$ cat src/rtl/ddr_phy_pkg.sv
// Shared types and helpers for the DDR output PHY.
package ddr_phy_pkg;

  typedef enum logic [0:0] {
    IDLE_HOLD  = 1'b0,
    IDLE_CONST = 1'b1
  } idle_mode_e;

  // FIFO pointers carry one extra wrap bit to tell full from empty.
  function automatic int unsigned ptr_w(input int unsigned depth);
    return $clog2(depth) + 1;
  endfunction

endpackage

$ cat src/rtl/ddr_out_serdes_if.sv
// Beat-pair valid/ready channel into the DDR output PHY.
interface ddr_out_serdes_if #(
  parameter int unsigned WIDTH = 8
);

  logic             s_valid;
  logic             s_ready;
  logic [WIDTH-1:0] s_dp;
  logic [WIDTH-1:0] s_dn;

  modport master (
    output s_valid,
    output s_dp,
    output s_dn,
    input  s_ready
  );

  modport slave (
    input  s_valid,
    input  s_dp,
    input  s_dn,
    output s_ready
  );

endinterface

$ cat src/rtl/ddr_out_cell.sv
// Glitch-free dual-edge output register: out = rn ^ r1, r1/r2 at posedge, rn at negedge.
// Every pad transition comes from exactly one flop edge, so out never depends on clk directly.
module ddr_out_cell #(
  parameter int unsigned W = 1
) (
  input  logic         clk,
  input  logic         reset_n,
  input  logic [W-1:0] i_dp,
  input  logic [W-1:0] i_dn,
  output logic [W-1:0] o_q
);

  logic [W-1:0] r1;
  logic [W-1:0] r2;
  logic [W-1:0] rn;

  // In reset r1 and rn copy each other, so the output is 0 from whichever
  // edge first samples reset_n low and never glitches on the other edge.
  always_ff @(posedge clk) begin
    if (!reset_n) begin
      r1 <= rn;
      r2 <= '0;
    end else begin
      r1 <= i_dp ^ rn;
      r2 <= i_dn;
    end
  end

  always_ff @(negedge clk) begin
    if (!reset_n) begin
      rn <= r1;
    end else begin
      rn <= r2 ^ r1;
    end
  end

  assign o_q = rn ^ r1;

endmodule

$ cat src/rtl/ddr_out_serdes.sv
// DDR output PHY: beat FIFO, dual-edge pad/OE cells, idle policy, underrun flag, beat counter.
// Define DDR_STROBE_EN to add the strobe_o source-synchronous strobe output.
module ddr_out_serdes
  import ddr_phy_pkg::*;
#(
  parameter int unsigned      WIDTH     = 8,
  parameter int unsigned      DEPTH     = 4,
  parameter idle_mode_e       IDLE_MODE = IDLE_HOLD,
  parameter logic [WIDTH-1:0] IDLE_VAL  = '0,
  parameter int unsigned      CNT_W     = 16
) (
  input  logic              clk,
  input  logic              reset_n,
  ddr_out_serdes_if.slave   s_if,
  input  logic              flush,
  input  logic              clr_stat,
  output logic [WIDTH-1:0]  pad_o,
  output logic              pad_oe_o,
  output logic              busy_o,
  output logic              underrun_o,
  output logic [CNT_W-1:0]  beat_cnt_o
`ifdef DDR_STROBE_EN
  ,
  output logic              strobe_o
`endif
);

  localparam int unsigned      PTR_W     = ptr_w(DEPTH);
  localparam int unsigned      IDX_W     = PTR_W - 1;
  localparam logic [PTR_W-1:0] FULL_DIFF = PTR_W'(DEPTH);

  logic [WIDTH-1:0] r_mem_dp [DEPTH];
  logic [WIDTH-1:0] r_mem_dn [DEPTH];
  logic [PTR_W-1:0] r_wptr;
  logic [PTR_W-1:0] r_rptr;
  logic             r_ready;
  logic             r_active;
  logic             r_underrun;
  logic [CNT_W-1:0] r_cnt;
  logic [WIDTH-1:0] r_last_dn;

  logic [PTR_W-1:0] w_wptr_d;
  logic [PTR_W-1:0] w_rptr_d;
  logic             w_empty;
  logic             w_full_d;
  logic             w_push;
  logic             w_active;
  logic             w_underrun_evt;
  logic [WIDTH-1:0] w_head_dp;
  logic [WIDTH-1:0] w_head_dn;
  logic [WIDTH-1:0] w_cell_dp;
  logic [WIDTH-1:0] w_cell_dn;

  assign w_empty   = (r_wptr == r_rptr);
  assign w_active  = !w_empty && !flush;
  assign w_push    = s_if.s_valid && r_ready && !flush;
  assign w_head_dp = r_mem_dp[r_rptr[IDX_W-1:0]];
  assign w_head_dn = r_mem_dn[r_rptr[IDX_W-1:0]];

  // A pending beat that missed this edge means the pad went idle mid-stream.
  assign w_underrun_evt = !w_active && r_active && s_if.s_valid && !flush;

  always_comb begin
    w_wptr_d = r_wptr;
    w_rptr_d = r_rptr;
    if (flush) begin
      w_wptr_d = '0;
      w_rptr_d = '0;
    end else begin
      if (w_push) begin
        w_wptr_d = r_wptr + PTR_W'(1);
      end
      if (w_active) begin
        w_rptr_d = r_rptr + PTR_W'(1);
      end
    end
  end

  assign w_full_d = ((w_wptr_d ^ w_rptr_d) == FULL_DIFF);

  always_ff @(posedge clk) begin
    if (w_push) begin
      r_mem_dp[r_wptr[IDX_W-1:0]] <= s_if.s_dp;
      r_mem_dn[r_wptr[IDX_W-1:0]] <= s_if.s_dn;
    end
  end

  always_ff @(posedge clk) begin
    if (!reset_n) begin
      r_wptr     <= '0;
      r_rptr     <= '0;
      r_ready    <= 1'b0;
      r_active   <= 1'b0;
      r_underrun <= 1'b0;
      r_cnt      <= '0;
      r_last_dn  <= '0;
    end else begin
      r_wptr   <= w_wptr_d;
      r_rptr   <= w_rptr_d;
      r_ready  <= !w_full_d;
      r_active <= w_active;
      if (w_underrun_evt) begin
        r_underrun <= 1'b1;
      end else if (clr_stat) begin
        r_underrun <= 1'b0;
      end
      if (clr_stat) begin
        r_cnt <= w_active ? CNT_W'(1) : '0;
      end else if (w_active) begin
        r_cnt <= r_cnt + CNT_W'(1);
      end
      if (w_active) begin
        r_last_dn <= w_head_dn;
      end
    end
  end

  always_comb begin
    w_cell_dp = w_head_dp;
    w_cell_dn = w_head_dn;
    if (!w_active) begin
      if (IDLE_MODE == IDLE_CONST) begin
        w_cell_dp = IDLE_VAL;
        w_cell_dn = IDLE_VAL;
      end else begin
        w_cell_dp = r_last_dn;
        w_cell_dn = r_last_dn;
      end
    end
  end

  ddr_out_cell #(
    .W (WIDTH)
  ) u_data_cell (
    .clk     (clk),
    .reset_n (reset_n),
    .i_dp    (w_cell_dp),
    .i_dn    (w_cell_dn),
    .o_q     (pad_o)
  );

  // Same value on both halves keeps OE stable across the negedge.
  ddr_out_cell #(
    .W (1)
  ) u_oe_cell (
    .clk     (clk),
    .reset_n (reset_n),
    .i_dp    (w_active),
    .i_dn    (w_active),
    .o_q     (pad_oe_o)
  );

`ifdef DDR_STROBE_EN
  ddr_out_cell #(
    .W (1)
  ) u_strobe_cell (
    .clk     (clk),
    .reset_n (reset_n),
    .i_dp    (w_active),
    .i_dn    (1'b0),
    .o_q     (strobe_o)
  );
`endif

  assign s_if.s_ready = r_ready;
  assign busy_o       = !w_empty || r_active;
  assign underrun_o   = r_underrun;
  assign beat_cnt_o   = r_cnt;

endmodule

$ cat src/flat_wrapper.sv
// flat-port wrapper written by rule: the top's interface ports become plain ports
module ddr_out_serdes_flat import ddr_phy_pkg::*;
#(
  parameter int unsigned      WIDTH     = 8,
  parameter int unsigned      DEPTH     = 4,
  parameter idle_mode_e       IDLE_MODE = IDLE_HOLD,
  parameter logic [WIDTH-1:0] IDLE_VAL  = '0,
  parameter int unsigned      CNT_W     = 16
)
  (clk, reset_n, flush, clr_stat, pad_o, pad_oe_o, busy_o, underrun_o, beat_cnt_o, s_if_s_valid, s_if_s_dp, s_if_s_dn, s_if_s_ready);
  ddr_out_serdes_if #(.WIDTH(WIDTH)) s_if_i ();
  input  logic clk;
  input  logic reset_n;
  input  logic flush;
  input  logic clr_stat;
  output logic [WIDTH-1:0] pad_o;
  output logic pad_oe_o;
  output logic busy_o;
  output logic underrun_o;
  output logic [CNT_W-1:0] beat_cnt_o;
  input wire logic [$bits(s_if_i.s_valid)-1:0] s_if_s_valid;
  input wire logic [$bits(s_if_i.s_dp)-1:0] s_if_s_dp;
  input wire logic [$bits(s_if_i.s_dn)-1:0] s_if_s_dn;
  output wire logic [$bits(s_if_i.s_ready)-1:0] s_if_s_ready;
  assign s_if_i.s_valid = s_if_s_valid;
  assign s_if_i.s_dp = s_if_s_dp;
  assign s_if_i.s_dn = s_if_s_dn;
  assign s_if_s_ready = s_if_i.s_ready;
  ddr_out_serdes #(.WIDTH(WIDTH), .DEPTH(DEPTH), .IDLE_MODE(IDLE_MODE), .IDLE_VAL(IDLE_VAL), .CNT_W(CNT_W)) u_core (.clk(clk), .reset_n(reset_n), .s_if(s_if_i), .flush(flush), .clr_stat(clr_stat), .pad_o(pad_o), .pad_oe_o(pad_oe_o), .busy_o(busy_o), .underrun_o(underrun_o), .beat_cnt_o(beat_cnt_o));
endmodule
$ cat config.mk
export PLATFORM = sky130hd
export DESIGN_NAME = ddr_out_serdes_flat
export DESIGN_NICKNAME = d
export VERILOG_FILES = /design/src/rtl/ddr_phy_pkg.sv /design/src/rtl/ddr_out_serdes_if.sv /design/src/rtl/ddr_out_cell.sv /design/src/rtl/ddr_out_serdes.sv /design/src/flat_wrapper.sv
export SDC_FILE = /design/constraint.sdc
export NUM_CORES = 1
export LEC_CHECK = 0
export ABC_AREA = 0
export CAP_MARGIN = 20
export CELL_PAD_IN_SITES_DETAIL_PLACEMENT = 0
export CELL_PAD_IN_SITES_GLOBAL_PLACEMENT = 2
export CORE_MARGIN = 5
export CORE_UTILIZATION = 36
export CTS_CLUSTER_DIAMETER = 80
export DETAILED_ROUTE_END_ITERATION = 7
export PLACE_DENSITY_LB_ADDON = 0.1
export SYNTH_ARGS = -nofsm -noshare
export SYNTH_HDL_FRONTEND = slang
export SYNTH_HIERARCHICAL = 1
export SYNTH_SLANG_ARGS = --single-unit
$ cat constraint.sdc
create_clock -name clk -period 1.8 [get_ports clk]
set_input_delay 0.18 -clock clk [delete_from_list [all_inputs] [get_ports clk]]
set_output_delay 0.18 -clock clk [all_outputs]
set_load 0.02 [all_outputs]
# [Yosys cells after proc, flatten, opt, wreduce, memory -nomap -nowiden]
# Memories as Yosys holds them, arrays and structs flattened. A register that Yosys moved wholly into a read port is not among the register bits.
# Index checks and enable logic that the tools add are counted.
[totals] reg_bits=43 latch_bits=0 ramBits=64 mem_bits_ro=0 output_inout_bits=28 n_memories=2
[op_classes] addsub=3 n_mul=0 div_mod_pow=0 order_cmp=0 eq_ne=2 shifts=0 mux=17 bitwise=7 n_reduce_logical=14
[memory_table] name="u_core.r_mem_dn" depth=4 word_bits=8 read_ports=1 rd_ports_with_merged_regs=1 write_ports=1 line="ddr_out_serdes.sv:33" rtl="logic [WIDTH-1:0] r_mem_dn [DEPTH];"
[memory_table] name="u_core.r_mem_dp" depth=4 word_bits=8 read_ports=1 rd_ports_with_merged_regs=1 write_ports=1 line="ddr_out_serdes.sv:32" rtl="logic [WIDTH-1:0] r_mem_dp [DEPTH];"
[op_table] operator="$mux 16" n=2
[op_table] operator="$mux 8" n=3
[op_table] operator="$xor 8x8->8" n=3
[op_table] operator="$add 16x1->16 const B" n=1
[op_table] operator="$mux 3" n=4
[op_table] operator="$mux 1" n=7
[op_table] operator="$add 3x1->3 const B" n=2
[op_table] operator="$logic_and 1x1->1" n=6
[op_table] operator="$logic_not 1->1" n=5
[op_table] operator="$reduce_bool 2->1" n=2
[op_table] operator="$eq 3x3->1" n=1
[op_table] operator="$eq 3x3->1 const B" n=1
[op_table] operator="$xor 1x1->1" n=3
[op_table] operator="$xor 3x3->3" n=1
[op_table] operator="$mux 2" n=1
[op_table] operator="$logic_or 1x1->1" n=1

# [Logic depth before layout (Yosys ltp)]
[logic_depth] word_depth=8 mapped_depth=9 depth_no_buf=7

# [Hierarchy]
# Netlist, hierarchy kept.
[by_module_without_submodules] module="ddr_out_serdes" n_inst=1 cells_each=290 area_per_inst_um2=4007.6
[by_module_without_submodules] module="ddr_out_cell (u_core.u_data_cell)" n_inst=1 cells_each=75 area_per_inst_um2=829.5
[by_module_without_submodules] module="ddr_out_cell (u_core.u_oe_cell)" n_inst=1 cells_each=10 area_per_inst_um2=105.1

==> impl_metrics.py <==
metrics = {
    "yosys": {
        "synth_compound_area_share_pct": 1.97,
        "synth_xor_xnor_area_share_pct": 9.95,
        "synth_top_family_by_area": "simple AND/OR/NAND/NOR gates",
        "syn-num-nets": 402,
        "yosys.area_share.simple_pct": 12.9,
        "synth.mux.area_fraction_pct": 7.97,
        "synth_cell_types": 39,
        "synthesis.yosys.warnings": 6,
        "post_synth_inst_count": 375,
        "synth_area_sq_um": 4940,
        "postSynthAreaPerCell_sq_um": 13.2,
        "synth.yosys.seq_area_share_pct": 63.2,
        "ys_seq_elements": 124,
        "post_synth_fa_ha_maj_area_fraction_pct": 1.52,
    },
    "routing": {
        "sum_of_routed_wire_length_over_all_layers_um": 9460,
        "route.detailed.vias_per_inst": 4.47,
        "initialDrtViolationCount": 136,
        "ant_nets": 0,
        "post-route-drc-count": 0,
        "drt_first_pass_iters": 4,
        "vias": 3002,
        "route.detailed.wl_per_inst_um": 14.1,
    },
    "final_layout": {
        "syn_to_final_growth_pct": 34.2,
        "drive_gt1_share_pct": 25.0,
        "nets": 510,
        "final_cell_mix": "sky130_fd_sc_hd__nand2_1, sky130_fd_sc_hd__edfxtp_1, sky130_fd_sc_hd__buf_4",
        "final_common_cell": "sky130_fd_sc_hd__nand2_1",
        "diodes": 0,
    },
    "clocking": {
        "cts.sinks": 124,
        "cts.clk_slew.worst_paths_ns": 0.05,
        "clock_tree.root_cell": "sky130_fd_sc_hd__clkbuf_16",
        "number_of_hold_buffers_added_after_cts": 0,
        "worst_skew_pair.late_latency_ns": 0.44,
        "number_of_levels_in_the_clock_h_tree": 4,
        "clock_tree_from_tritoncts": "done",
        "cts-root-to-sink-buffers": 2,
        "cts_inserted_buffers": 17,
    },
    "grt": {
        "number_of_global_route_vias_before_repair": 3102,
        "grt.overflow.total": 0,
        "grt_first_pass_wirelength_um": 15600,
        "maximum_number_of_pins_on_one_net_before_global_route_repair": 20,
        "grt_antenna_before_repair": 0,
        "groute.usage.overall_pct": 12.8,
    },
    "critical_path": {
        "critical_path_arrival_ns": 1.97,
        "reg2reg_setup_slack_ns": 0.07,
        "setup.worst_path.start": "u_core/u_data_cell/rn[3]$_DFF_N_",
        "critical-path-slowest-cell": "sky130_fd_sc_hd__dfxtp_2",
        "cp.buffers_inverters": 1,
        "critical_path_peak_fanout": 2,
        "timing.critical_path.from_type": "flip-flop",
        "worst_ep_required_time_ns": 1.62,
        "timing.rr.start": "u_core/r_rptr[1]$_SDFF_PN0_",
        "crit_path_max_incr_delay_ns": 0.33,
        "end_kind": "output pin",
        "path_class": "reg2out",
        "family_of_cells_with_the_greatest_summed_delay_on_the_critical_path": "flip-flops",
        "path_cells": "xor2_1 > buf_4",
    },
    "sta": {
        "worst-slew-pin-transition_ns": 0.348,
        "slew_headroom_pct": 76.6,
        "total_of_endpoints_with_negative_setup_slack_in_the_final_report": 9,
        "finClkSkew_ns": 0.0317,
        "postLayoutSetupSlackWorst_ns": -0.350,
        "rsz0062_at_grt": "true",
        "fin_worst_hold_slack_ns": 0.393,
        "hold_violations": 0,
        "drv_slew": 0,
    },
    "floorplanning": {
        "floorplan.initialDensity_pct": 37.0,
        "die_area_sq_um": 16200,
        "die_height_um": 127,
        "floorplan.die.width_um": 127,
        "io_pins": 49,
        "number_of_placement_rows": 42,
        "core_sq_um": 13300,
    },
    "power_and_ir_drop": {
        "total_leakage_power_nw": 2.45,
        "cellPowerDensity_nw_per_um2": 1200,
        "fin_total_pwr_mw": 7.95,
        "ir_worst_vdd_mv": 0.598,
    },
    "outcome": {
        "status": "complete, but fails checks",
        "violations": "setup timing",
    },
    "placed_design": {
        "port_buffers": 48,
        "place.detailed.hpwl_um": 6410,
        "place.gp.congestion": 0.727,
    },
    "worst_hold_path": {
        "min_from": "s_if_s_dp[1]",
        "hold_path.class": "in2reg",
    },
    "run": {
        "maxCapViolCount": 0,
    },
}
## final timing paths
check / endpoint / cells past startpoint
setup / recovery: pad_o[3] / 2
hold / removal: u_core/r_mem_dp[1][1]$_DFFE_PP_ / 1
setup reg to reg: u_core/s_if.s_ready$_SDFF_PN0_ / 6
hold reg to reg: u_core/underrun_o$_SDFFE_PN0P_ / 2
## routing by layer
layer  global-route usage (%)  wire length (um)
met1                     16.8              4560
met2                     18.9              4320
met3                     5.05               427
met4                     5.30               145
met5                        0                 0
## state kept, by name (all words and copies together), names as in the netlist
name	count
u_core/beat_cnt_o	16
u_core/r_active	1
u_core/r_last_dn	8
u_core/r_mem_dn	32
u_core/r_mem_dp	32
u_core/r_rptr	3
u_core/r_wptr	3
u_core/s_if.s_ready	1
u_core/u_data_cell/r1	8
u_core/u_data_cell/r2	8
u_core/u_data_cell/rn	8
u_core/u_oe_cell/r1	1
u_core/u_oe_cell/r2	1
u_core/u_oe_cell/rn	1
u_core/underrun_o	1
## logic make-up (layout without fill, tap and decap cells)
group / count (synthesis) / count (layout)
buffers and inverters: 23 / 144
DFF: 124 / 124
muxes: 17 / 17
AOI/OAI and AO/OA: 14 / 14
xor gates and xnor gates: 54 / 54
adders and majority gates: 6 / 6
and+or+nand+nor: 137 / 137
## worst register-to-register path, cell delays in order, from the launching register on
cell and delay, ns:
sky130_fd_sc_hd__dfxtp_4 0.36, sky130_fd_sc_hd__buf_4 0.14, sky130_fd_sc_hd__ha_4 0.27, sky130_fd_sc_hd__o31a_1 0.18, sky130_fd_sc_hd__mux2_4 0.16, sky130_fd_sc_hd__a31oi_1 0.09, sky130_fd_sc_hd__o41a_1 0.41
## cell usage after synthesis
library cell	count	area [sq um]
sky130_fd_sc_hd__nand2_1	66	248
sky130_fd_sc_hd__edfxtp_1	64	1920
sky130_fd_sc_hd__dfxtp_1	60	1200
sky130_fd_sc_hd__xnor2_1	35	307
sky130_fd_sc_hd__and2_1	22	138
sky130_fd_sc_hd__nor2_1	20	75.1
sky130_fd_sc_hd__xor2_1	18	158
sky130_fd_sc_hd__inv_1	10	37.5
sky130_fd_sc_hd__mux4_2	10	225
sky130_fd_sc_hd__nand3_1	7	35.0
sky130_fd_sc_hd__ha_1	6	75.1
sky130_fd_sc_hd__mux4_1	6	158
sky130_fd_sc_hd__buf_2	4	20.0
sky130_fd_sc_hd__buf_6	4	45.0
sky130_fd_sc_hd__nand4_1	4	25.0
sky130_fd_sc_hd__nor4_1	4	25.0
sky130_fd_sc_hd__a21oi_1	3	15.0
sky130_fd_sc_hd__clkbuf_1	3	11.3
sky130_fd_sc_hd__nand2b_1	3	18.8
sky130_fd_sc_hd__nor3_1	3	15.0
sky130_fd_sc_hd__o21ai_0	3	15.0
sky130_fd_sc_hd__a31oi_1	2	12.5
sky130_fd_sc_hd__buf_1	2	7.51
sky130_fd_sc_hd__a31o_2	1	8.76
sky130_fd_sc_hd__and2_2	1	7.51
sky130_fd_sc_hd__and3_1	1	6.26
sky130_fd_sc_hd__and3b_1	1	8.76
sky130_fd_sc_hd__and4_1	1	8.76
sky130_fd_sc_hd__mux2_2	1	11.3
sky130_fd_sc_hd__nand2_2	1	6.26
sky130_fd_sc_hd__nor2b_1	1	6.26
sky130_fd_sc_hd__o21a_1	1	7.51
sky130_fd_sc_hd__o22ai_1	1	6.26
sky130_fd_sc_hd__o31a_1	1	8.76
sky130_fd_sc_hd__o31ai_2	1	12.5
sky130_fd_sc_hd__o41a_1	1	11.3
sky130_fd_sc_hd__or3_1	1	6.26
sky130_fd_sc_hd__or4b_1	1	10.0
sky130_fd_sc_hd__xor2_4	1	27.5
## timing repair
action | in CTS | in global routing
gates cloned | 0 | 0
pin swaps | 1 | 6
endpoints found under the setup margin | 11 | 16
gates resized for setup | 59 | 17
buffers inserted | 2 | 3
## power breakdown
part           leakage [nW]  internal [mW]  switching [mW]
Combinational          1.07          0.779           0.620
Sequential             1.07           3.24           0.177
Clock                 0.305           1.86            1.27
Total                  2.45           5.88            2.07
## through the flow
step,instances,setup WS [ns],utilization [%],area (sq um),TNS [ns]
floorplan,375,0.0163,-,4940,0
global placement,630,-0.365,44.9,5990,-5.76
detailed placement,630,-0.383,44.9,5990,-5.91
CTS,671,-0.388,49.3,6580,-3.26
global route,672,-0.445,49.7,6630,-3.67
finish,672,-0.350,49.7,6630,-3.00
## final cells by class
cell class                 count  area (sq um)
multi-input combinational    228          1760
clock inverter                21           119
tap                          176           220
clock buffer                  20           458
fill                        1218          6720
timing repair buffer          95           891
sequential                   124          3150
inverter                       8          30.0
(Power assumes the default switching activity.)
==> RTL edit: new RTL, same settings <==
`DEPTH` is set to 4 in 2 places; all go to 8.
--- a/src/rtl/ddr_out_serdes.sv
+++ b/src/rtl/ddr_out_serdes.sv
@@ -5,5 +5,5 @@
 #(
   parameter int unsigned      WIDTH     = 8,
-  parameter int unsigned      DEPTH     = 4,
+  parameter int unsigned      DEPTH     = 8,
   parameter idle_mode_e       IDLE_MODE = IDLE_HOLD,
   parameter logic [WIDTH-1:0] IDLE_VAL  = '0,
--- a/src/flat_wrapper.sv
+++ b/src/flat_wrapper.sv
@@ -3,5 +3,5 @@
 #(
   parameter int unsigned      WIDTH     = 8,
-  parameter int unsigned      DEPTH     = 4,
+  parameter int unsigned      DEPTH     = 8,
   parameter idle_mode_e       IDLE_MODE = IDLE_HOLD,
   parameter logic [WIDTH-1:0] IDLE_VAL  = '0,
Function: not checked (the comparison handles one clock edge and no latches or derived clocks); the edit may change what the design does.
==> RTL edit against the unedited design <==
- the run still ends with setup timing left
- clock power is 17% higher
- final area increased by 57%
- combinational power is 17% higher
- sequential cell count increased by 66
- wire length increased by 70%
- register-to-register slack got worse by 0.18 ns
- sequential power up 49%
- area after synthesis is 54% higher
- global-route usage increased by 1.1 points
- total power up 31%
- cell count is 35% higher
- highest routed layer unchanged
- count of clock-buffer cells in the layout shrank 2
- largest power group unchanged
- worst setup slack lost 0.014 ns
==> RTL edit: results (changes against the unedited design) <==
status: "finished with violations"
failed_checks: "setup timing"
track_usage_pct: 13.9  # +1.1 points
vias: 4252  # +42%
clkTransAtPathRegs_ns: 0.07  # +0.02 ns
ys_top_cells_by_count: "edfxtp_1 (128), dfxtp_1 (62), xnor2_1 (40), nand2_1 (30), mux4_2 (29)"
ctsResizeCount: 115  # +95%
p_comb_share_pct: 15.7  # -1.9 points
leakage_nw: 3.64  # +49%
switching_share_pct: 25.2  # -0.83 points
grt_use_met1_pct: 18.5  # +1.8 points
crit_start: "u_core/u_oe_cell/rn"
avgSynthCellArea_sq_um: 16.0  # +21%
pre_cts_ws_ns: -0.392  # -0.00923 ns
timing.rr.end: "u_core/r_last_dn[3]"
synthDistinctLibCells: 45  # +15%
worst_slack_ns: -0.365  # -0.0144 ns
power_density_nw_per_um2: 996  # -17%
min_from: "u_core/underrun_o"
seq_area_frac_synth_pct: 66.6  # +3.5 points
hp-class: "flop to flop"
syn-num-nets: 501  # +25%
nFillCells: 1850  # +52%
drt-total-wl_um: 16100  # +70%
cts_setup_buffers: 17  # +15
setup_violations: 35  # +26
## RTL edit: cell count changes after synthesis, sizes merged, moves of 5 or more
cell,unedited run,this run
edfxtp,64,128
nand2,67,31
mux2i,0,17
a21oi,3,19
mux4,16,32
nor2,20,34
buf,10,17
nor4,4,9
xnor2,35,40
## RTL edit: cell families after synthesis
group                    Yosys count  synth area share (%)
flip-flops                       190                  66.6
AND/OR/NAND/NOR                  119                  8.51
XOR/XNOR                          58                  7.13
multiplexers                      49                  11.9
buffers and inverters             31                  2.57
AO/OA/AOI/OAI                     27                  2.77
adder cells (fa/ha/maj)            3                 0.492
## RTL edit: area by class of cell
class | instances | share of cell area, %
Sequential cell | 190 | 49.0
Multi-Input combinational cell | 256 | 27.8
Tap cell | 275 | 3.29
Timing Repair Buffer | 139 | 13.8
Inverter | 8 | 0.419
Clock inverter | 23 | 1.55
Clock buffer | 18 | 4.11
